[src/rtl/fibo_pkg.sv]
// Shared types and defaults for the Fibonacci job arbiter slice.
package fibo_pkg;

    localparam int NUM_REQ_DEF = 4;
    localparam int N_W_DEF     = 5;
    localparam int RES_W_DEF   = 28;
    localparam int ID_W        = $clog2(NUM_REQ_DEF);

    typedef enum logic [2:0] {
        IDLE,
        CLEAR,
        START,
        WAIT,
        RESP
    } state_t;

endpackage

[src/rtl/fibo_job_arbiter_rr_arbiter.sv]
// Round-robin priority picker: first asserted request at or after ptr wins.
module rr_arbiter #(
    parameter int NUM_REQ = 4,
    parameter int IDX_W   = $clog2(NUM_REQ)
) (
    input  logic [NUM_REQ-1:0] req,
    input  logic [IDX_W-1:0]   ptr,
    output logic [NUM_REQ-1:0] grant,
    output logic [IDX_W-1:0]   idx,
    output logic               any_grant
);

    // Scan the request vector starting at ptr, wrapping modulo NUM_REQ.
    always_comb begin : pick
        int unsigned j;
        j         = 0;
        grant     = '0;
        idx       = '0;
        any_grant = 1'b0;
        for (int unsigned k = 0; k < NUM_REQ; k++) begin
            j = (32'(ptr) + k) % 32'(NUM_REQ);
            if (!any_grant && req[j]) begin
                grant[j]  = 1'b1;
                idx       = IDX_W'(j);
                any_grant = 1'b1;
            end
        end
    end

endmodule

[src/rtl/fibo_job_arbiter.sv]
// Shares one Fibonacci engine among NUM_REQ requesters, one job at a time.
module fibo_job_arbiter
    import fibo_pkg::*;
#(
    parameter int NUM_REQ     = NUM_REQ_DEF,
    parameter int N_W         = N_W_DEF,
    parameter int RES_W       = RES_W_DEF,
    parameter int TIMEOUT_CYC = 64
) (
    input  logic                       clk,
    input  logic                       reset,
    input  logic [NUM_REQ-1:0]         req_valid,
    input  logic [NUM_REQ*N_W-1:0]     req_n,
    output logic [NUM_REQ-1:0]         req_ready,
    output logic                       rsp_valid,
    input  logic                       rsp_ready,
    output logic [$clog2(NUM_REQ)-1:0] rsp_id,
    output logic [RES_W-1:0]           rsp_data,
    output logic                       rsp_err,
    output logic                       eng_clear,
    output logic                       eng_start,
    output logic [N_W-1:0]             eng_n,
    input  logic                       eng_done,
    input  logic [RES_W-1:0]           eng_result
);

    localparam int IDX_W = $clog2(NUM_REQ);
    localparam int CNT_W = $clog2(TIMEOUT_CYC);

    state_t             state_q, state_d;
    logic [IDX_W-1:0]   rr_ptr_q, rr_ptr_d;
    logic [IDX_W-1:0]   id_q, id_d;
    logic [N_W-1:0]     n_q, n_d;
    logic [RES_W-1:0]   data_q, data_d;
    logic               err_q, err_d;
    logic [CNT_W-1:0]   cnt_q, cnt_d;

    logic [NUM_REQ-1:0] grant;
    logic [IDX_W-1:0]   grant_idx;
    logic               any_grant;
    logic [N_W-1:0]     sel_n;

    rr_arbiter #(
        .NUM_REQ (NUM_REQ),
        .IDX_W   (IDX_W)
    ) u_rr (
        .req       (req_valid),
        .ptr       (rr_ptr_q),
        .grant     (grant),
        .idx       (grant_idx),
        .any_grant (any_grant)
    );

    assign sel_n = req_n[grant_idx*N_W +: N_W];

    assign rsp_id   = id_q;
    assign rsp_data = data_q;
    assign rsp_err  = err_q;
    assign eng_n    = n_q;

    // State and job context registers.
    always_ff @(posedge clk) begin
        if (reset) begin
            state_q  <= IDLE;
            rr_ptr_q <= '0;
            id_q     <= '0;
            n_q      <= '0;
            data_q   <= '0;
            err_q    <= 1'b0;
            cnt_q    <= '0;
        end else begin
            state_q  <= state_d;
            rr_ptr_q <= rr_ptr_d;
            id_q     <= id_d;
            n_q      <= n_d;
            data_q   <= data_d;
            err_q    <= err_d;
            cnt_q    <= cnt_d;
        end
    end

    // Next-state, job context updates and strobe outputs.
    always_comb begin
        state_d   = state_q;
        rr_ptr_d  = rr_ptr_q;
        id_d      = id_q;
        n_d       = n_q;
        data_d    = data_q;
        err_d     = err_q;
        cnt_d     = cnt_q;
        req_ready = '0;
        rsp_valid = 1'b0;
        eng_clear = 1'b0;
        eng_start = 1'b0;

        case (state_q)
            IDLE: begin
                if (any_grant) begin
                    req_ready = grant;
                    id_d      = grant_idx;
                    n_d       = sel_n;
                    rr_ptr_d  = IDX_W'((32'(grant_idx) + 32'd1) % 32'(NUM_REQ));
                    if (sel_n == '0) begin
                        data_d  = '0;
                        err_d   = 1'b0;
                        state_d = RESP;
                    end else begin
                        state_d = CLEAR;
                    end
                end
            end
            CLEAR: begin
                eng_clear = 1'b1;
                state_d   = START;
            end
            START: begin
                eng_start = 1'b1;
                cnt_d     = '0;
                state_d   = WAIT;
            end
            WAIT: begin
                cnt_d = cnt_q + 1'b1;
                // cnt_q==0 marks the first WAIT cycle, where eng_done may still
                // be left over from the previous job; done beats the timeout.
                if ((cnt_q != '0) && eng_done) begin
                    data_d  = eng_result;
                    err_d   = 1'b0;
                    state_d = RESP;
                end else if (cnt_q == CNT_W'(TIMEOUT_CYC - 1)) begin
                    data_d  = '0;
                    err_d   = 1'b1;
                    state_d = RESP;
                end
            end
            RESP: begin
                rsp_valid = 1'b1;
                if (rsp_ready) begin
                    state_d = IDLE;
                end
            end
            default: state_d = IDLE;
        endcase

        // Strobes stay quiet while reset is held, even if the old state decodes otherwise.
        if (reset) begin
            req_ready = '0;
            rsp_valid = 1'b0;
            eng_clear = 1'b0;
            eng_start = 1'b0;
        end
    end

endmodule

[config.mk]
export PLATFORM = sky130hd
export DESIGN_NAME = fibo_job_arbiter
export DESIGN_NICKNAME = d
export VERILOG_FILES = /design/src/rtl/fibo_pkg.sv /design/src/rtl/fibo_job_arbiter_rr_arbiter.sv /design/src/rtl/fibo_job_arbiter.sv
export SDC_FILE = /design/constraint.sdc
export NUM_CORES = 1
export LEC_CHECK = 0
export CORE_MARGIN = 2
export CORE_UTILIZATION = 43
export CTS_CLUSTER_DIAMETER = 200
export CTS_CLUSTER_SIZE = 20
export DETAILED_ROUTE_END_ITERATION = 16
export GPL_TIMING_DRIVEN = 0
export PLACE_DENSITY = 0.77
export SLEW_MARGIN = 20
export SYNTH_ARGS = -nofsm -noshare
export SYNTH_HDL_FRONTEND = slang
export SYNTH_SLANG_ARGS = --single-unit
[constraint.sdc]
create_clock -name clk -period 4.2 [get_ports clk]
set_clock_uncertainty 0.05 [all_clocks]
set_input_delay 0.84 -clock clk [delete_from_list [all_inputs] [get_ports clk]]
set_output_delay 0.84 -clock clk [all_outputs]
set_load 0.05 [all_outputs]
# ---- Yosys cells after proc, flatten, opt, wreduce, memory -nomap -nowiden
# Index checks and enable logic that the tools add are counted.
dict set report totals {
  reg_bits 47
  inputBits 56
  output_inout_bits 43
  wordCells 107
}
dict set report op_classes {
  n_addsub 5
  multipliers 1
  order_cmp 8
  eq_ne 9
  shift 1
  n_mux 54
  bitwise 3
  n_reduce_logical 19
}
# operator count
set ops {}
lappend ops {{28-bit 2-to-1 mux} 4}
lappend ops {{28-bit case mux with 2 select lines} 1}
lappend ops {{4-bit 2-to-1 mux} 7}
lappend ops {{1-bit 2-to-1 mux} 22}
lappend ops {{20-bit by 6-bit indexed part select with 5-bit output} 1}
lappend ops {{3-bit 2-to-1 mux} 5}
lappend ops {{3-bit case mux with 5 select lines} 1}
lappend ops {{2-bit by 3-bit < comparator with 1-bit output (second input constant)} 4}
lappend ops {{4-bit OR} 3}
lappend ops {{6-bit case mux with 2 select lines} 1}
lappend ops {{1-bit binary-select mux with 2-bit select} 4}
lappend ops {{1-bit demux with 2-bit select} 4}
lappend ops {{2-bit by 1-bit >= comparator with 1-bit output (second input constant)} 4}
lappend ops {{1-bit logical AND} 8}
lappend ops {{2-bit 2-to-1 mux} 4}
lappend ops {{6-bit by 1-bit adder with 6-bit output (second input constant)} 1}
lappend ops {{3-bit by 2-bit == test with 1-bit output (second input constant)} 2}
lappend ops {{6-bit == test (second input constant)} 1}
lappend ops {{2-bit != test (second input constant)} 3}
lappend ops {{6-bit nonzero test} 1}
lappend ops {{5-bit logical NOT} 1}
lappend ops {{2-bit by 3-bit multiplier with 5-bit output (second input constant)} 1}
lappend ops {{2-bit by 1-bit adder with 2-bit output (second input constant)} 2}
lappend ops {{2-bit adder (second input constant)} 2}
lappend ops {{other kinds (10)} 13}

# ---- Depth between registers and ports, before layout
dict set report logic_depth {
  ltp_word 18
  ltp_mapped 15
  mapped_depth_nobuf 10
}

# ---- Hierarchy
# From an unflattened synthesis, not the netlist that was laid out.
dict set report unflattened {
  hier_cells 239
  hier_area_um2 2462.4
}
# mod n_inst cells_per_inst area_each_um2 seq_area_each_um2
set modules_own_cells {}
lappend modules_own_cells {fibo_job_arbiter 1 194 2043.2 940.9}
lappend modules_own_cells {rr_arbiter 1 45 419.2 0.0}

# ---- Worst setup path after synthesis
# No wires, ideal clock.
dict set report synth_path {
  path_type {register -> output}
  startpoint {register rr_ptr_q[0]}
  endpoint {output port req_ready[0]}
  arrival_time_ns 3.593
  t_required_ns 3.310
  slack_ns -0.283
  stages_incl_launch_ff 12
  path_buffers 3
  path_cell_list {dfxtp_1 -> buf_2 -> buf_1 -> clkinv_1 -> ha_1 -> mux4_2 -> nor2b_1 -> clkbuf_1 -> a22oi_1 -> nor2_1 -> a221oi_1 -> nor2_1}
}
dict set report synth_between {
  elab_chain_cells 15
  elab_cells_between_ends 51
  classes_between {3 x add/sub; 8 x order compare; 27 x mux; 3 x bitwise; 10 x reduce/logical}
}
# item line_no
set synth_rtl {}
lappend synth_rtl {{start: declaration} fibo_job_arbiter.sv:31} ;# logic [IDX_W-1:0] rr_ptr_q, rr_ptr_d;
lappend synth_rtl {{start signal: assignment} fibo_job_arbiter.sv:73} ;# rr_ptr_q <= rr_ptr_d;
lappend synth_rtl {{branches (longest 12 deep; another with 2-bit by 3-bit < comparator with 1-bit output)} -}
lappend synth_rtl {{4-bit 2-to-1 mux (*)} fibo_job_arbiter.sv:98} ;# if (any_grant) begin
lappend synth_rtl {{4-bit 2-to-1 mux (*)} fibo_job_arbiter.sv:96} ;# case (state_q)
lappend synth_rtl {{4-bit 2-to-1 mux (*)} fibo_job_arbiter.sv:145} ;# if (reset) begin
lappend synth_rtl {{end: declaration} fibo_job_arbiter.sv:14} ;# output logic [NUM_REQ-1:0] req_ready,
# Mark *: on every way between the ends. The select of a mux whose other input is x is not followed.

# ---- Final worst setup path
dict set report layout_path {
  startpoint {register rr_ptr_q[0]}
  endpoint {register data_q[4], in the netlist rsp_data[4]}
}
dict set report layout_between {
  elab_chain_cells 17
  elab_cells_between_ends 31
  classes_between {3 x add/sub; 1 x mul; 2 x eq/ne; 1 x shift; 16 x mux; 8 x reduce/logical}
}
# item line_no
set layout_rtl {}
lappend layout_rtl {{branches (longest 16 deep; another with 2-bit by 3-bit multiplier with 5-bit output)} -}
lappend layout_rtl {{4-bit AND reduction (no source line) (*)} -}
lappend layout_rtl {{end signal: assignment} fibo_job_arbiter.sv:76} ;# data_q <= data_d;
lappend layout_rtl {{end: declaration} fibo_job_arbiter.sv:34} ;# logic [RES_W-1:0] data_q, data_d;
# Marked as above.
# A chain may end at the register's enable or synchronous reset.

==> results.md <==
- Clock Path Buffers: 2
- #FFs+latches synth: 47
- FF-to-FF path depth: 14
- Yosys warns: 0
- Final Util: 61.8%
- Largest area contributor in the netlist: dfxtp_1
- Top cells by area, synth: dfxtp_1, a32oi_1, o41ai_1
- Synth Cell Area: 0.00315 mm²
- Setup Crit Path Kind: register to register
- Synth top area share: 29.8%
- Initial antenna violation count: 0
- MaxCap Viol Count: 0
- Largest net degree at the start of global routing: 13
- Fin nets: between 500 and 600
- First-pass GRT wire length: about 14000 µm
- Peak supply drop: 0.205 mV
- GRT overflow: 0
- Critical path startpoint category: register
- PwrDens: 542 mW/mm²
- Initial Utilization: 44.0%
- Die width: 89.6 µm
- Worst slew pin tran: roughly 1.1 ns
- Critical path data required time: roughly 4.3 ns
- Max FO, Critical Path: 11
- PortBufs: 93
- Die area: about 0.008 mm²
- Async S/R FF share, synth: 0%
- Final wirelength: 9190 µm
- Setup Viol. Count Final: 0
- Yosys cell types: 54
- Worst R2R End: rsp_data[4]$_SDFFE_PP0P_
- Synthesized area per cell: ~8.6 µm²
- Die height: around 90 µm
- Total Power: 2.40 mW
- Final setup TNS: 0 ns
- GP Congestion: 0.872
- Syn Nets: 432
- Hold Path Cell Cnt: 2
- Layout area overhead: 40.5%
- Critical Path AT: between 4 and 5 ns
- CP endpoint kind: register
- Fmax: 248 MHz
- Num Clock Sinks: 47
- Total CTS buffers: 5
- Core Region: between 0.007 and 0.008 mm²
- Worst min-delay path startpoint: rsp_data[20]$_SDFFE_PP0P_
- Row count: 31
- Fill count: 638
- Tcrit/Tclk final: 96.0%
- Final Hold Fails: 0
- Hold endpoint: rsp_data[20]$_SDFFE_PP0P_
- Via Count: between 3000 and 4000
- GRT Total Usage: 22.5%
- Synth Flop Type: dfxtp_1
- Vias per cell: ~5.8
- CTS tree: built
- Hold Crit Class: register to register
- Final ANT Viol Nets: 0
- Clock Pin Slew Worst Setup and Hold Paths: 0.08 ns
- Clock H-tree levels: 2
- Static Leak: 1.58 nW
- Outcome: finished, final reports clean
- Post-synthesis sequential area ratio: 29.8%
- Vias in the first global route: 3221
- Top-Level Pins: 99
- Fin. max-slew vios: 0
- Max-slew headroom: 28.2%
- Routed WL per cell: 16.1 µm
- Post-detail-place hpwl: 6720 µm
- Reg2Reg Launch Point: rr_ptr_q[0]$_SDFFE_PP0P_
- CTS Root Cell: clkbuf_8
- Post-synth EDFFs: 0
- Router iterations before antenna repair: 4
- Final Critical Period: 4.03 ns
- Antenna cells: 0
- Initial DRC count: 170
- Setup slack, reg-to-reg: 0.17 ns
- RSZ-0062 raised after global routing: no
- Clk_lat worst skew: 0.29 ns
- DRC violations left: 0
- Cells after synthesis: 366
- Share of cells above drive strength 1: 14.5%
-- worst max-delay path, cell delays in order, from the launching register on --
cell,delay (ns)
dfxtp_4,0.41
buf_4,0.20
buf_4,0.21
clkinv_4,0.14
ha_2,0.43
mux4_2,0.39
o211a_2,0.19
nor4_4,0.30
o22ai_4,0.18
mux4_2,0.42
o2111ai_2,0.20
nor4b_4,0.32
buf_6,0.19
buf_6,0.18
o41ai_2,0.09
-- final cells by class --
| type | instances | area, µm² | area share [%] |
|---|---|---|---|
| plain buffers | 32 | 161 | 3.64 |
| clock buffers | 6 | 72.6 | 1.64 |
| inverters | 42 | 163 | 3.67 |
| multi-input cells | 245 | 2010 | 45.3 |
| flip-flops and latches | 47 | 945 | 21.3 |
| well taps | 99 | 124 | 2.80 |
| repair buffers | 98 | 958 | 21.6 |
-- power breakdown --
group	switching [mW]	leakage (nW)	internal, mW	total [mW]
Clock	0.143	0.0371	0.111	0.254
Combinational	0.956	1.17	0.627	1.58
Sequential	0.0595	0.382	0.505	0.565
-- per-layer routing --
layer,track usage [%],up-vias,share of wire [%]
met5,0,-,0
li1,-,1613,-
met2,39.3,100,50
met4,5.43,0,1.4
met1,28.0,1566,43
met3,5.12,11,6.1
-- layout by cell type (no fill, tap or decap), types with 3 or more instances in the layout --
master           count
a211oi_1             3
a21oi_1             13
a221oi_1             4
a22oi_1              5
a31oi_1              3
a32oi_1             33
buf_2                6
buf_4               11
buf_6                3
clkbuf_1            20
clkbuf_8             5
clkdlybuf4s50_1     89
dfxtp_1             46
ha_1                 9
inv_1               41
mux2i_1             10
mux4_2               4
nand2_1             15
nand2b_1             4
nand3_1              6
nand4_1              4
nor2_1              26
nor2_4               4
nor3_1               7
nor3b_1              5
nor4_1               3
o211ai_1             3
o21a_1               3
o21ai_0              8
o31a_1               4
o31ai_1              4
o41ai_1             19
o41ai_2             10
-- cell families (layout without fill, tap and decap cells) --
logic type	after synthesis	count (layout)	synth area share [%]
compound gates	124	124	33.6
xor+xnor	2	2	0.555
fa+ha+maj	10	10	3.97
buf+inv	74	178	9.88
flops	47	47	29.8
mux	16	16	6.74
simple gates	93	93	15.4
-- metrics by stage --
step,cells,area (µm²),hold WS (ns),setup WS (ns)
after global placement,558,4240,0.412,-1.35
final,569,4430,0.441,0.166
after detailed placement,558,4240,0.424,-1.40
after global routing,569,4430,0.457,0.00320
after floorplan,366,3180,0.412,0.0345
after CTS,564,4360,0.439,0.00109
-- synthesized netlist by cell type, drive strengths merged (4+ instances only) --
| library cell | count |
|---|---|
| a32oi | 33 |
| nand2b | 4 |
| nand4 | 4 |
| ha | 10 |
| o21ai | 10 |
| clkbuf | 20 |
| o41ai | 29 |
| a22oi | 5 |
| inv | 41 |
| mux4 | 4 |
| nor3 | 8 |
| nand2 | 17 |
| buf | 12 |
| nor4 | 4 |
| mux2i | 10 |
| nor3b | 5 |
| nor2 | 30 |
| o31ai | 5 |
| a221oi | 5 |
| a21oi | 13 |
| nand3 | 7 |
| dfxtp | 47 |
| o31a | 4 |
| a211oi | 4 |
-- worst max path at each step --
stage / startpoint / endpoint / slack, ns
after floorplan: rr_ptr_q[0]$_SDFFE_PP0P_ / rsp_data[10]$_SDFFE_PP0P_ / 0.03
final: rr_ptr_q[0]$_SDFFE_PP0P_ / rsp_data[4]$_SDFFE_PP0P_ / 0.17
after detailed placement: rr_ptr_q[0]$_SDFFE_PP0P_ / req_ready[3] / -1.40
after global placement: rr_ptr_q[0]$_SDFFE_PP0P_ / req_ready[1] / -1.35
after global routing: rr_ptr_q[0]$_SDFFE_PP0P_ / rsp_data[5]$_SDFFE_PP0P_ / 0.003
after CTS: rr_ptr_q[0]$_SDFFE_PP0P_ / rsp_data[4]$_SDFFE_PP0P_ / 0.001
-- flip-flops by register name, indices dropped and copies added (netlist names) --
register	cells
rsp_data	28
cnt_q	6
eng_n	5
state_q	3
rr_ptr_q	2
rsp_id	2
rsp_err	1
-- timing repair --
| action | CTS | global route |
|---|---|---|
| hold buffers | 0 | 0 |
| pin swaps | 0 | 2 |
| cloned | 0 | 0 |
| endpoints found under the setup margin | 40 | 34 |
| setup buffers | 0 | 5 |
| gates resized for setup | 40 | 10 |
Power figures use the tool's default switching activity.
